### src/rtl/seq_det_rr_sched.sv
// Round-robin scheduler sharing one overlapping Moore "1011" detector among N_CH
// serial streams, with per-channel detector state and saturating match counters.
module seq_det_rr_sched #(
  parameter int N_CH  = 4,
  parameter int CH_W  = 2,
  parameter int CNT_W = 8
) (
  input  logic                  clk,
  input  logic                  rst,
  input  logic [N_CH-1:0]       req,
  input  logic [N_CH-1:0]       bit_in,
  input  logic [N_CH-1:0]       ch_clr,
  output logic [N_CH-1:0]       gnt,
  output logic                  det_valid,
  output logic [CH_W-1:0]       det_ch,
  output logic                  det_out,
  output logic [N_CH*CNT_W-1:0] match_cnt,
  output logic [N_CH*3-1:0]     ch_state
);

  typedef enum logic [2:0] {
    S0 = 3'd0,
    S1 = 3'd1,
    S2 = 3'd2,
    S3 = 3'd3,
    S4 = 3'd4
  } state_t;

  localparam logic [CNT_W-1:0] CNT_MAX = {CNT_W{1'b1}};
  localparam logic [CNT_W-1:0] CNT_ONE = CNT_W'(1'b1);
  localparam logic [CH_W-1:0]  CH_ONE  = CH_W'(1'b1);

  function automatic state_t fsm_next(input state_t cur, input logic b);
    case (cur)
      S0:      fsm_next = b ? S1 : S0;
      S1:      fsm_next = b ? S1 : S2;
      S2:      fsm_next = b ? S3 : S0;
      S3:      fsm_next = b ? S4 : S2;
      S4:      fsm_next = b ? S1 : S2;
      default: fsm_next = S0;
    endcase
  endfunction

  state_t             st  [N_CH];
  state_t             nxt [N_CH];
  logic [CNT_W-1:0]   cnt [N_CH];
  logic [CH_W-1:0]    rr_ptr;
  logic [CH_W-1:0]    gnt_idx;
  logic [CH_W-1:0]    idx;
  logic [N_CH-1:0]    elig;
  logic               found;

  // Candidate next state of every channel for its presented bit.
  always_comb begin
    for (int k = 0; k < N_CH; k++) begin
      nxt[k] = fsm_next(st[k], bit_in[k]);
    end
  end

  // Arbiter: first eligible channel at or after rr_ptr; a cleared channel sits out.
  always_comb begin
    gnt     = {N_CH{1'b0}};
    found   = 1'b0;
    gnt_idx = {CH_W{1'b0}};
    idx     = {CH_W{1'b0}};
    if (rst) begin
      elig = {N_CH{1'b0}};
    end else begin
      elig = req & ~ch_clr;
    end
    for (int i = 0; i < N_CH; i++) begin
      idx = rr_ptr + CH_W'(i);
      if (!found && elig[idx]) begin
        found   = 1'b1;
        gnt_idx = idx;
      end else begin
        found   = found;
      end
    end
    gnt[gnt_idx] = found;
  end

  // Per-channel state/counters, pointer and the registered result of the shared detector.
  always_ff @(posedge clk) begin
    if (rst) begin
      for (int k = 0; k < N_CH; k++) begin
        st[k]  <= S0;
        cnt[k] <= {CNT_W{1'b0}};
      end
      rr_ptr    <= {CH_W{1'b0}};
      det_valid <= 1'b0;
      det_ch    <= {CH_W{1'b0}};
      det_out   <= 1'b0;
    end else begin
      for (int k = 0; k < N_CH; k++) begin
        if (ch_clr[k]) begin
          st[k]  <= S0;
          cnt[k] <= {CNT_W{1'b0}};
        end else if (gnt[k]) begin
          st[k] <= nxt[k];
          if (nxt[k] == S4 && cnt[k] != CNT_MAX) begin
            cnt[k] <= cnt[k] + CNT_ONE;
          end
        end
      end
      det_valid <= found;
      if (found) begin
        rr_ptr  <= gnt_idx + CH_ONE;
        det_ch  <= gnt_idx;
        det_out <= (nxt[gnt_idx] == S4);
      end
    end
  end

  // Flatten per-channel registers onto the packed debug/status buses.
  always_comb begin
    match_cnt = {(N_CH*CNT_W){1'b0}};
    ch_state  = {(N_CH*3){1'b0}};
    for (int k = 0; k < N_CH; k++) begin
      match_cnt[k*CNT_W +: CNT_W] = cnt[k];
      ch_state[k*3 +: 3]          = st[k];
    end
  end

endmodule

### config.mk
export PLATFORM = sky130hd
export DESIGN_NAME = seq_det_rr_sched
export DESIGN_NICKNAME = d
export VERILOG_FILES = /design/src/rtl/seq_det_rr_sched.sv
export SDC_FILE = /design/constraint.sdc
export NUM_CORES = 1
export LEC_CHECK = 0
export BUFFER_PORTS_ARGS = -buffer_cell sky130_fd_sc_hd__clkbuf_2
export CORE_ASPECT_RATIO = 1.1
export CORE_MARGIN = 5
export CORE_UTILIZATION = 45
export CTS_BUF_LIST = sky130_fd_sc_hd__clkbuf_16
export CTS_CLUSTER_SIZE = 30
export DETAILED_ROUTE_END_ITERATION = 16
export PLACE_DENSITY_LB_ADDON = 0.25
export SETUP_SLACK_MARGIN = 0.2
export SYNTH_ARGS = -nofsm -noshare
export SYNTH_HDL_FRONTEND = slang
export SYNTH_SLANG_ARGS = --single-unit
### constraint.sdc
create_clock -name clk -period 2.3 [get_ports clk]
set_input_delay 0.23 -clock clk [delete_from_list [all_inputs] [get_ports clk]]
set_output_delay 0.23 -clock clk [all_outputs]
set_load 0.03 [all_outputs]
==> flow_summary.yaml, run 1 <==
setup_path:
  cp-startpoint: "rr_ptr[1]"
  arrival_ps: 2030
  cp-end-kind: "output pin"
  critical_path.slowest_cell: "or4_1"
  path_cells: "or4_1, a211o_1, and3_4, or2_4, clkinv_4, buf_8"
  ff2ff_path_depth: 8
  path_class: "register to output pin"
  r2r_end: "cnt[2][6]"
  setup.worst_path.end: "gnt[2]"
  reg2reg_slack_ps: 60
  critPathMaxFanout: 7
  slowest_delay_ps: 500
  start_kind: "register"
  crit_required_ps: 2070
  r2r_start: "rr_ptr[1]"
final_layout:
  drive_above_1_share_pct: 34.7
  syn_to_final_growth_pct: 33.4
  stdcell_count: 460
  fillCellCount: 540
  fin_nets: 398
  stdcell_area_sq_um: 3740
  diodes: 0
floorplanning:
  initial_core_util_pct: 45.8
  core_sq_um: 6120
  die_y_um: 92.8
  core.rowCount: 30
  fp.dieArea_sq_um: 7910
  io_pins: 66
  die_w_um: 85.3
timing:
  fmax_ghz: 0.442
  post-route-period-util_pct: 98.3
  timing.slew.headroom_pct: 64.6
  slew_violations: 0
  rsz0062_at_grt: "true"
  hold_viol: 0
  skew_ps: 4.49
  finalCriticalPeriod_ps: 2260
  worst_pin_slew_ps: 529
  setup_viol: 0
grt:
  grt_pass1_vias: 2271
  grt_max_degree: 14
  grt_pass1_wl_um: 10600
  grt_use_total_pct: 16.5
  grt_overflow_total: 0
  antenna_found_initial: 0
logic_synthesis:
  synth_area_sq_um: 2810
  syn_area_per_cell_sq_um: 9.81
  yosys.cell_types.count: 45
  synth_nets: 304
  ys_ff_latch: 50
  syn_inst: 286
  yosys_warnings: 0
  yosysSeqAreaShare_pct: 51.4
  async_reset_ff_share_pct: 0
  synthFlopType: "edfxtp_1"
  synth_edf_count: 44
routing:
  wl_um: 6550
  route.detailed.drc: 0
  drt_iter0_drc: 102
  vias: 2370
  viasPerCell: 5.15
  ant_nets: 0
  wl_per_cell_um: 14.2
  drt_pre_antenna_iters: 4
clocking:
  htree_levels: 2
  cts-root-buf: "clkbuf_16"
  cts_made_buffers: 5
  ctsHoldBuffers: 0
  clock_path_buffers: 2
  cts_sinks: 50
  cts_tree: "done"
  path_clk_slew_ps: 60
  worstSkewPairLatency_ps: 290
placed_design:
  gp_congestion: 0.899
  place_area_sq_um: 3330
  placed_cells: 437
  dp_hpwl_um: 4730
  io_buffers: 65
power_and_ir_drop:
  pwr_density_cell_nw_per_um2: 607
  peakVddDrop_v: 0.000280
  p_leak_nw: 1.59
hold_path:
  hold_class: "primary input to register"
outcome:
  status: "finished, final reports clean"
flow_run:
  drv_cap: 0
-- report_power, final --
part	internal [mW]	switching [mW]	leakage (nW)
combinational	0.188	0.286	0.980
clock	0.389	0.299	0.0723
sequential	1.04	0.0636	0.542
-- synth_stat cells, types with 2 or more instances --
cell,count,area share (%)
a211o_1,2,0.62
a21oi_1,16,2.9
a31oi_1,3,0.67
a32oi_1,2,0.62
and3_1,9,2.0
buf_2,3,0.54
buf_4,2,0.54
clkbuf_1,2,0.27
dfxtp_1,6,4.3
edfxtp_1,44,47
ha_1,4,1.8
inv_1,11,1.5
nand2_1,18,2.4
nand2b_1,5,1.1
nand3_1,17,3.0
nand4_1,2,0.45
nor2_1,57,7.6
nor2b_1,8,1.8
nor3_1,11,2.0
nor3b_1,8,2.1
nor4_1,2,0.45
o21ai_0,8,1.4
or3_1,2,0.45
xnor2_1,13,4.1
xor2_1,11,3.4
-- cell usage in the layout (no fill, tap or decap), types with 4 or more instances in the layout --
cell / n
nor3b_1: 6
ha_1: 4
inv_1: 10
edfxtp_1: 44
and3_1: 9
nor3_1: 9
nor2_1: 51
nand3_1: 17
a21oi_1: 16
clkbuf_2: 61
dfxtp_1: 4
clkbuf_16: 5
xnor2_1: 13
buf_8: 4
xor2_1: 11
nor2b_1: 8
nand2b_1: 4
nand2_1: 13
o21ai_0: 7
buf_4: 27
-- worst max-delay path: cells and delay by family (launching register included) --
family / cells / cell delay, ps
AND/OR/NAND/NOR: 3 / 960
flip-flops: 1 / 350
AO/OA/AOI/OAI: 1 / 270
buffers and inverters: 2 / 170
-- kinds of logic (layout without fill, tap and decap cells) --
kind of cell / count (synthesis) / count (layout) / synth area share [%]
buffers and inverters: 19 / 113 / 2.99
XOR/XNOR: 24 / 24 / 7.49
flip-flops: 50 / 50 / 51.4
AND/OR/NAND/NOR: 152 / 152 / 28.4
AO/OA/AOI/OAI: 37 / 37 / 7.98
adder cells (fa/ha/maj): 4 / 4 / 1.78
-- registers in the layout, indices dropped and copies added, names as in the netlist --
signal     flops
st            12
rr_ptr         2
det_valid      1
det_out        1
det_ch         2
cnt           32
-- area by class of cell --
cell class | count | area, sq um | share of cell area [%]
tap | 80 | 100 | 2.67
timing repair buffer | 94 | 591 | 15.8
clock inverter | 2 | 7.51 | 0.201
multi-input combinational | 217 | 1420 | 37.9
sequential | 50 | 1450 | 38.7
inverter | 12 | 50.0 | 1.34
clock buffer | 5 | 125 | 3.34
-- stage by stage --
step                power, mW  setup TNS [ps]  setup slack (ps)  util [%]  hold slack [ps]
floorplan                1.40               0               129         -              468
global placement         1.52               0              55.5      54.4              460
detailed placement       1.53               0              22.9      54.4              457
CTS                      2.25           -4.82             -4.82      59.2              325
global route             2.36          -0.954            -0.954      61.2              354
finish                   2.27               0              40.1      61.2              333
-- repair_timing --
action	in CTS	in global routing
pin swaps	7	10
buffers inserted	8	8
endpoints found under the setup margin	16	35
gates cloned	0	0
resized for setup	25	19
-- how the worst min path moves through the flow --
stage,from,cells past startpoint,slack [ps],end
global placement,det_ch[1],2,460,det_ch[1]
finish,bit_in[0],3,330,st[0][0]
floorplan,bit_in[0],2,470,st[0][0]
detailed placement,det_ch[1],2,460,det_ch[1]
CTS,bit_in[0],3,330,st[0][0]
global route,bit_in[0],3,350,st[0][0]
-- routing by layer --
metal / part of all wire [%] / up-vias / track usage (%)
li1: - / 1202 / -
met1: 46 / 1099 / 21.6
met2: 47 / 62 / 26.1
met3: 6.1 / 7 / 3.74
met4: 1.4 / 0 / 6.86
met5: 0 / - / 0
Power figures use the tool's default switching activity.
==> inputs of run 2 (changes only) <==
Clock period 2.3 ns to 2.6 ns, I/O delays scaled along.
==> run 2 against run 1 <==
  * Non-clock buffer count decreased by 17
  * Final area decreased by 6.1%
  * Die area unchanged
  * Core utilization decreased by 3.7 points
  * Critical endpoint is now gnt[0]
  * Via count decreased by 1.5%
  * Critical path depth increased by 1
==> flow_summary.yaml, run 2 (synthesized netlist as in run 1, its figures left out) <==
outcome:
  status: "finished, final reports clean"
clocking:
  clock_path_buffers: 2
  cts_sinks: 50
  ctsHoldBuffers: 0
  path_clk_slew_ps: 70
  cts_made_buffers: 5
  worstSkewPairLatency_ps: 290
  htree_levels: 2
  cts_tree: "done"
  cts-root-buf: "clkbuf_16"
timing:
  slew_violations: 0
  finalCriticalPeriod_ps: 2350
  tns_ps: 0
  post-route-period-util_pct: 90.5
  timing.slew.headroom_pct: 50.9
  rsz0062_at_grt: "true"
  skew_ps: 7.34
  worst_pin_slew_ps: 732
  fmax_ghz: 0.425
  setup_viol: 0
  hold_viol: 0
  worst_slack_ps: 247
setup_path:
  slowest_delay_ps: 520
  cp-end-kind: "output pin"
  path_cells: "or4_4, a211o_1, and3_4, buf_6, nand3b_1, inv_1, clkbuf_8"
  start_kind: "register"
  critPathMaxFanout: 8
  arrival_ps: 2090
  path_class: "register to output pin"
  ff2ff_path_depth: 6
  critical_path.slowest_cell: "or4_4"
  crit_required_ps: 2340
power_and_ir_drop:
  p_leak_nw: 1.52
  internal-power_mw: 1.51
  switching_share_pct: 27.5
  p_clk_share_pct: 35.2
  pwr-share-comb_pct: 17.6
  seqPwrFrac_pct: 47.2
  pwr_density_cell_nw_per_um2: 593
  p_total_mw: 2.08
  switchingPower_mw: 0.572
  peakVddDrop_v: 0.000378
grt:
  grt_overflow_total: 0
  grt_max_degree: 16
  antenna_found_initial: 0
  grt_pass1_wl_um: 10000
  grt_use_total_pct: 15.3
  grt_pass1_vias: 2187
final_layout:
  stdcell_area_sq_um: 3510
  layout_common_cells: "61 x clkbuf_2, 57 x nor2_1, 44 x edfxtp_1"
  regMostFlops: "cnt"
  finalCoreUtilization_pct: 57.4
  top_regs: "cnt: 32 flops, st: 12 flops"
  fillCellCount: 554
  drive_above_1_share_pct: 28.3
  largest_reg_flops: 32
  diodes: 0
  syn_to_final_growth_pct: 25.3
  layout_commonest_cell: "clkbuf_2"
  fin_nets: 381
routing:
  route.detailed.drc: 0
  wl_um: 6190
  vias: 2335
  ant_nets: 0
  drt_pre_antenna_iters: 4
  wl_per_cell_um: 13.9
  viasPerCell: 5.26
  drt_iter0_drc: 65
hold_path:
  hold_depth: 3
  hold_class: "primary input to register"
floorplanning:
  fp.dieArea_sq_um: 7910
  initial_core_util_pct: 45.8
  die_w_um: 85.3
  core.rowCount: 30
  io_pins: 66
  die_y_um: 92.8
  core_sq_um: 6120
placed_design:
  dp_hpwl_um: 4600
  io_buffers: 65
  place_area_sq_um: 3250
  place_ws_ps: 87.6
  gp_congestion: 0.767
flow_run:
  drv_cap: 0
run 2: power groups by stage:
| stage | sequential [mW] | clock [mW] | combinational [mW] |
|---|---|---|---|
| 2_1_floorplan | 1.07 | 0 | 0.160 |
| 3_3_place_gp | 0.997 | 0 | 0.333 |
| 3_5_place_dp | 0.999 | 0 | 0.338 |
| 4_1_cts | 0.982 | 0.747 | 0.356 |
| 5_1_grt | 0.992 | 0.775 | 0.396 |
| 6_report | 0.984 | 0.732 | 0.367 |
run 2: layout make-up:
cell class	instances	area, sq um	area share [%]
clock buffer	5	125	3.56
clock inverter	3	40.0	1.14
inverter	12	46.3	1.32
multi-input combinational	217	1310	37.4
sequential	50	1450	41.2
tap	80	100	2.85
timing repair buffer	77	443	12.6
run 2: critical path, delay by kind of cell (launching register included):
family                 cells  cell delay [ps]
buffers and inverters      3              350
AND/OR/NAND/NOR            3              810
flip-flops                 1              370
AO/OA/AOI/OAI              1              270
run 2: per-layer routing:
| layer | global-route usage, % | up-vias | share of wire, % |
|---|---|---|---|
| met5 | 0 | - | 0 |
| met4 | 3.96 | 0 | 0.74 |
| met3 | 3.11 | 4 | 4.4 |
| met2 | 26.7 | 44 | 51 |
| met1 | 19.1 | 1114 | 44 |
| li1 | - | 1173 | - |
run 2: path summary, 6_finish.rpt:
kind / start / slack [ps] / endpoint
hold reg to reg: det_ch[1] / 470 / det_ch[1]
setup / recovery: rr_ptr[0] / 250 / gnt[0]
setup reg to reg: rr_ptr[0] / 290 / cnt[3][2]
hold / removal: bit_in[3] / 370 / st[3][0]
run 2: metrics by stage:
stage	cells	hold slack [ps]
global placement	431	446
floorplan	286	498
CTS	441	364
finish	444	371
global route	444	373
detailed placement	431	453
run 2: repair_timing:
action                     4_1_cts  5_1_grt
gates resized for setup         13        6
setup buffers                    2        3
setup endpoints to repair       20       20
pin swaps                        0        1
==> inputs of run 3 (changes only) <==
Settings changed: CORE_MARGIN 5 to 2.
==> run 3 against run 2 <==
  * Cell count rose by 0.23%
  * Setup slack improved by 17 ps
  * Clock skew decreased by 0.85 ps
  * Final area rose by 0.11%
  * Die area fell by 13%
  * Sequential share of layout area about the same
  * Critical endpoint unchanged
  * Largest cell class unchanged
  * Largest power group unchanged
==> flow_summary.yaml, run 3 (synthesized netlist as in run 1, its figures left out) <==
outcome:
  status: "finished, final reports clean"
placed_design:
  gp_congestion: 0.809
  place_area_sq_um: 3250
  place_ws_ps: 73.7
  placed_cells: 432
  dp_hpwl_um: 4400
  io_buffers: 65
timing:
  timing.slew.headroom_pct: 52.8
  hold_viol: 0
  setup_viol: 0
  finalCriticalPeriod_ps: 2340
  rsz0062_at_grt: "true"
  slew_violations: 0
  post-route-period-util_pct: 89.8
  skew_ps: 6.49
  worst_pin_slew_ps: 703
  fmax_ghz: 0.428
  worst_slack_ps: 264
  tns_ps: 0
  hold_slack_ps: 358
clocking:
  cts_made_buffers: 5
  clock_path_buffers: 2
  htree_levels: 2
  path_clk_slew_ps: 70
  cts-root-buf: "clkbuf_16"
  cts_sinks: 50
  worstSkewPairLatency_ps: 290
  cts_tree: "done"
routing:
  wl_per_cell_um: 13.3
  ant_nets: 0
  wl_um: 5900
  drt_iter0_drc: 112
  vias: 2316
  drt_pre_antenna_iters: 4
  route.detailed.drc: 0
  viasPerCell: 5.20
final_layout:
  top_regs: "cnt: 32 flops, st: 12 flops"
  fin_nets: 382
  layout_commonest_cell: "clkbuf_2"
  largest_reg_flops: 32
  stdcell_count: 445
  drive_above_1_share_pct: 27.9
  regMostFlops: "cnt"
  stdcell_area_sq_um: 3520
  fillCellCount: 541
  syn_to_final_growth_pct: 25.4
  diodes: 0
  layout_common_cells: "61 x clkbuf_2, 57 x nor2_1, 44 x edfxtp_1"
setup_path:
  critPathMaxFanout: 7
  arrival_ps: 2080
  path_class: "register to output pin"
  crit_required_ps: 2340
  start_kind: "register"
  cp-end-kind: "output pin"
floorplanning:
  die_y_um: 86.8
  fp.dieArea_sq_um: 6880
  die_w_um: 79.3
  io_pins: 66
  core_sq_um: 6120
  initial_core_util_pct: 45.8
  core.rowCount: 30
grt:
  grt_pass1_vias: 2112
  grt_max_degree: 17
  grt_overflow_total: 0
  grt_pass1_wl_um: 9740
  grt_use_total_pct: 17.8
  antenna_found_initial: 0
flow_run:
  drv_cap: 0
power_and_ir_drop:
  p_leak_nw: 1.50
  peakVddDrop_v: 0.000393
  pwr_density_cell_nw_per_um2: 594
hold_path:
  hold_class: "primary input to register"
## run 3: layout make-up
type	instances	area, sq um	share of cell area (%)
Sequential cell	50	1450	41.2
Multi-Input combinational cell	217	1300	37.0
Inverter	12	47.5	1.35
Tap cell	80	100	2.84
Clock inverter	3	45.0	1.28
Clock buffer	5	125	3.56
Timing Repair Buffer	78	449	12.8
## run 3: where the power goes
part	internal [mW]	switching, mW
Combinational	0.136	0.229
Clock	0.454	0.287
Sequential	0.924	0.0589
## run 3: worst max-delay path: stages (launching register included)
cell	delay, ps
dfxtp_4	370
or4_1	520
a211o_1	270
and3_4	170
buf_6	140
nand3b_1	110
inv_1	70
buf_8	130
## run 3: per-layer routing
metal / global-route usage [%] / routed length, um / up-vias
li1: - / - / 1174
met1: 24.0 / 2620 / 1076
met2: 29.0 / 2890 / 59
met3: 3.75 / 326 / 7
met4: 5.33 / 70 / 0
met5: 0 / 0 / -
## run 3: repair_timing
action | CTS | global route
gates resized for setup | 9 | 11
endpoints found under the setup margin | 20 | 20
hold buffers | 0 | 0
pin swaps | 0 | 2
setup buffers | 3 | 2
## run 3: metrics by stage
stage / util (%) / power (mW)
final: 57.5 / 2.09
after detailed placement: 53.2 / 1.33
after global routing: 57.5 / 2.18
after floorplan: - / 1.23
after CTS: 56.8 / 2.10
after global placement: 53.2 / 1.33
## run 3: path summary, 6_finish.rpt
check	from	end	slack (ps)	depth (start not counted)
worst max-delay path	rr_ptr[0]	gnt[0]	260	7
worst min-delay path	bit_in[1]	st[1][0]	360	3
worst max register to register	rr_ptr[0]	cnt[1][6]	300	7
worst min register to register	det_ch[1]	det_ch[1]	470	2
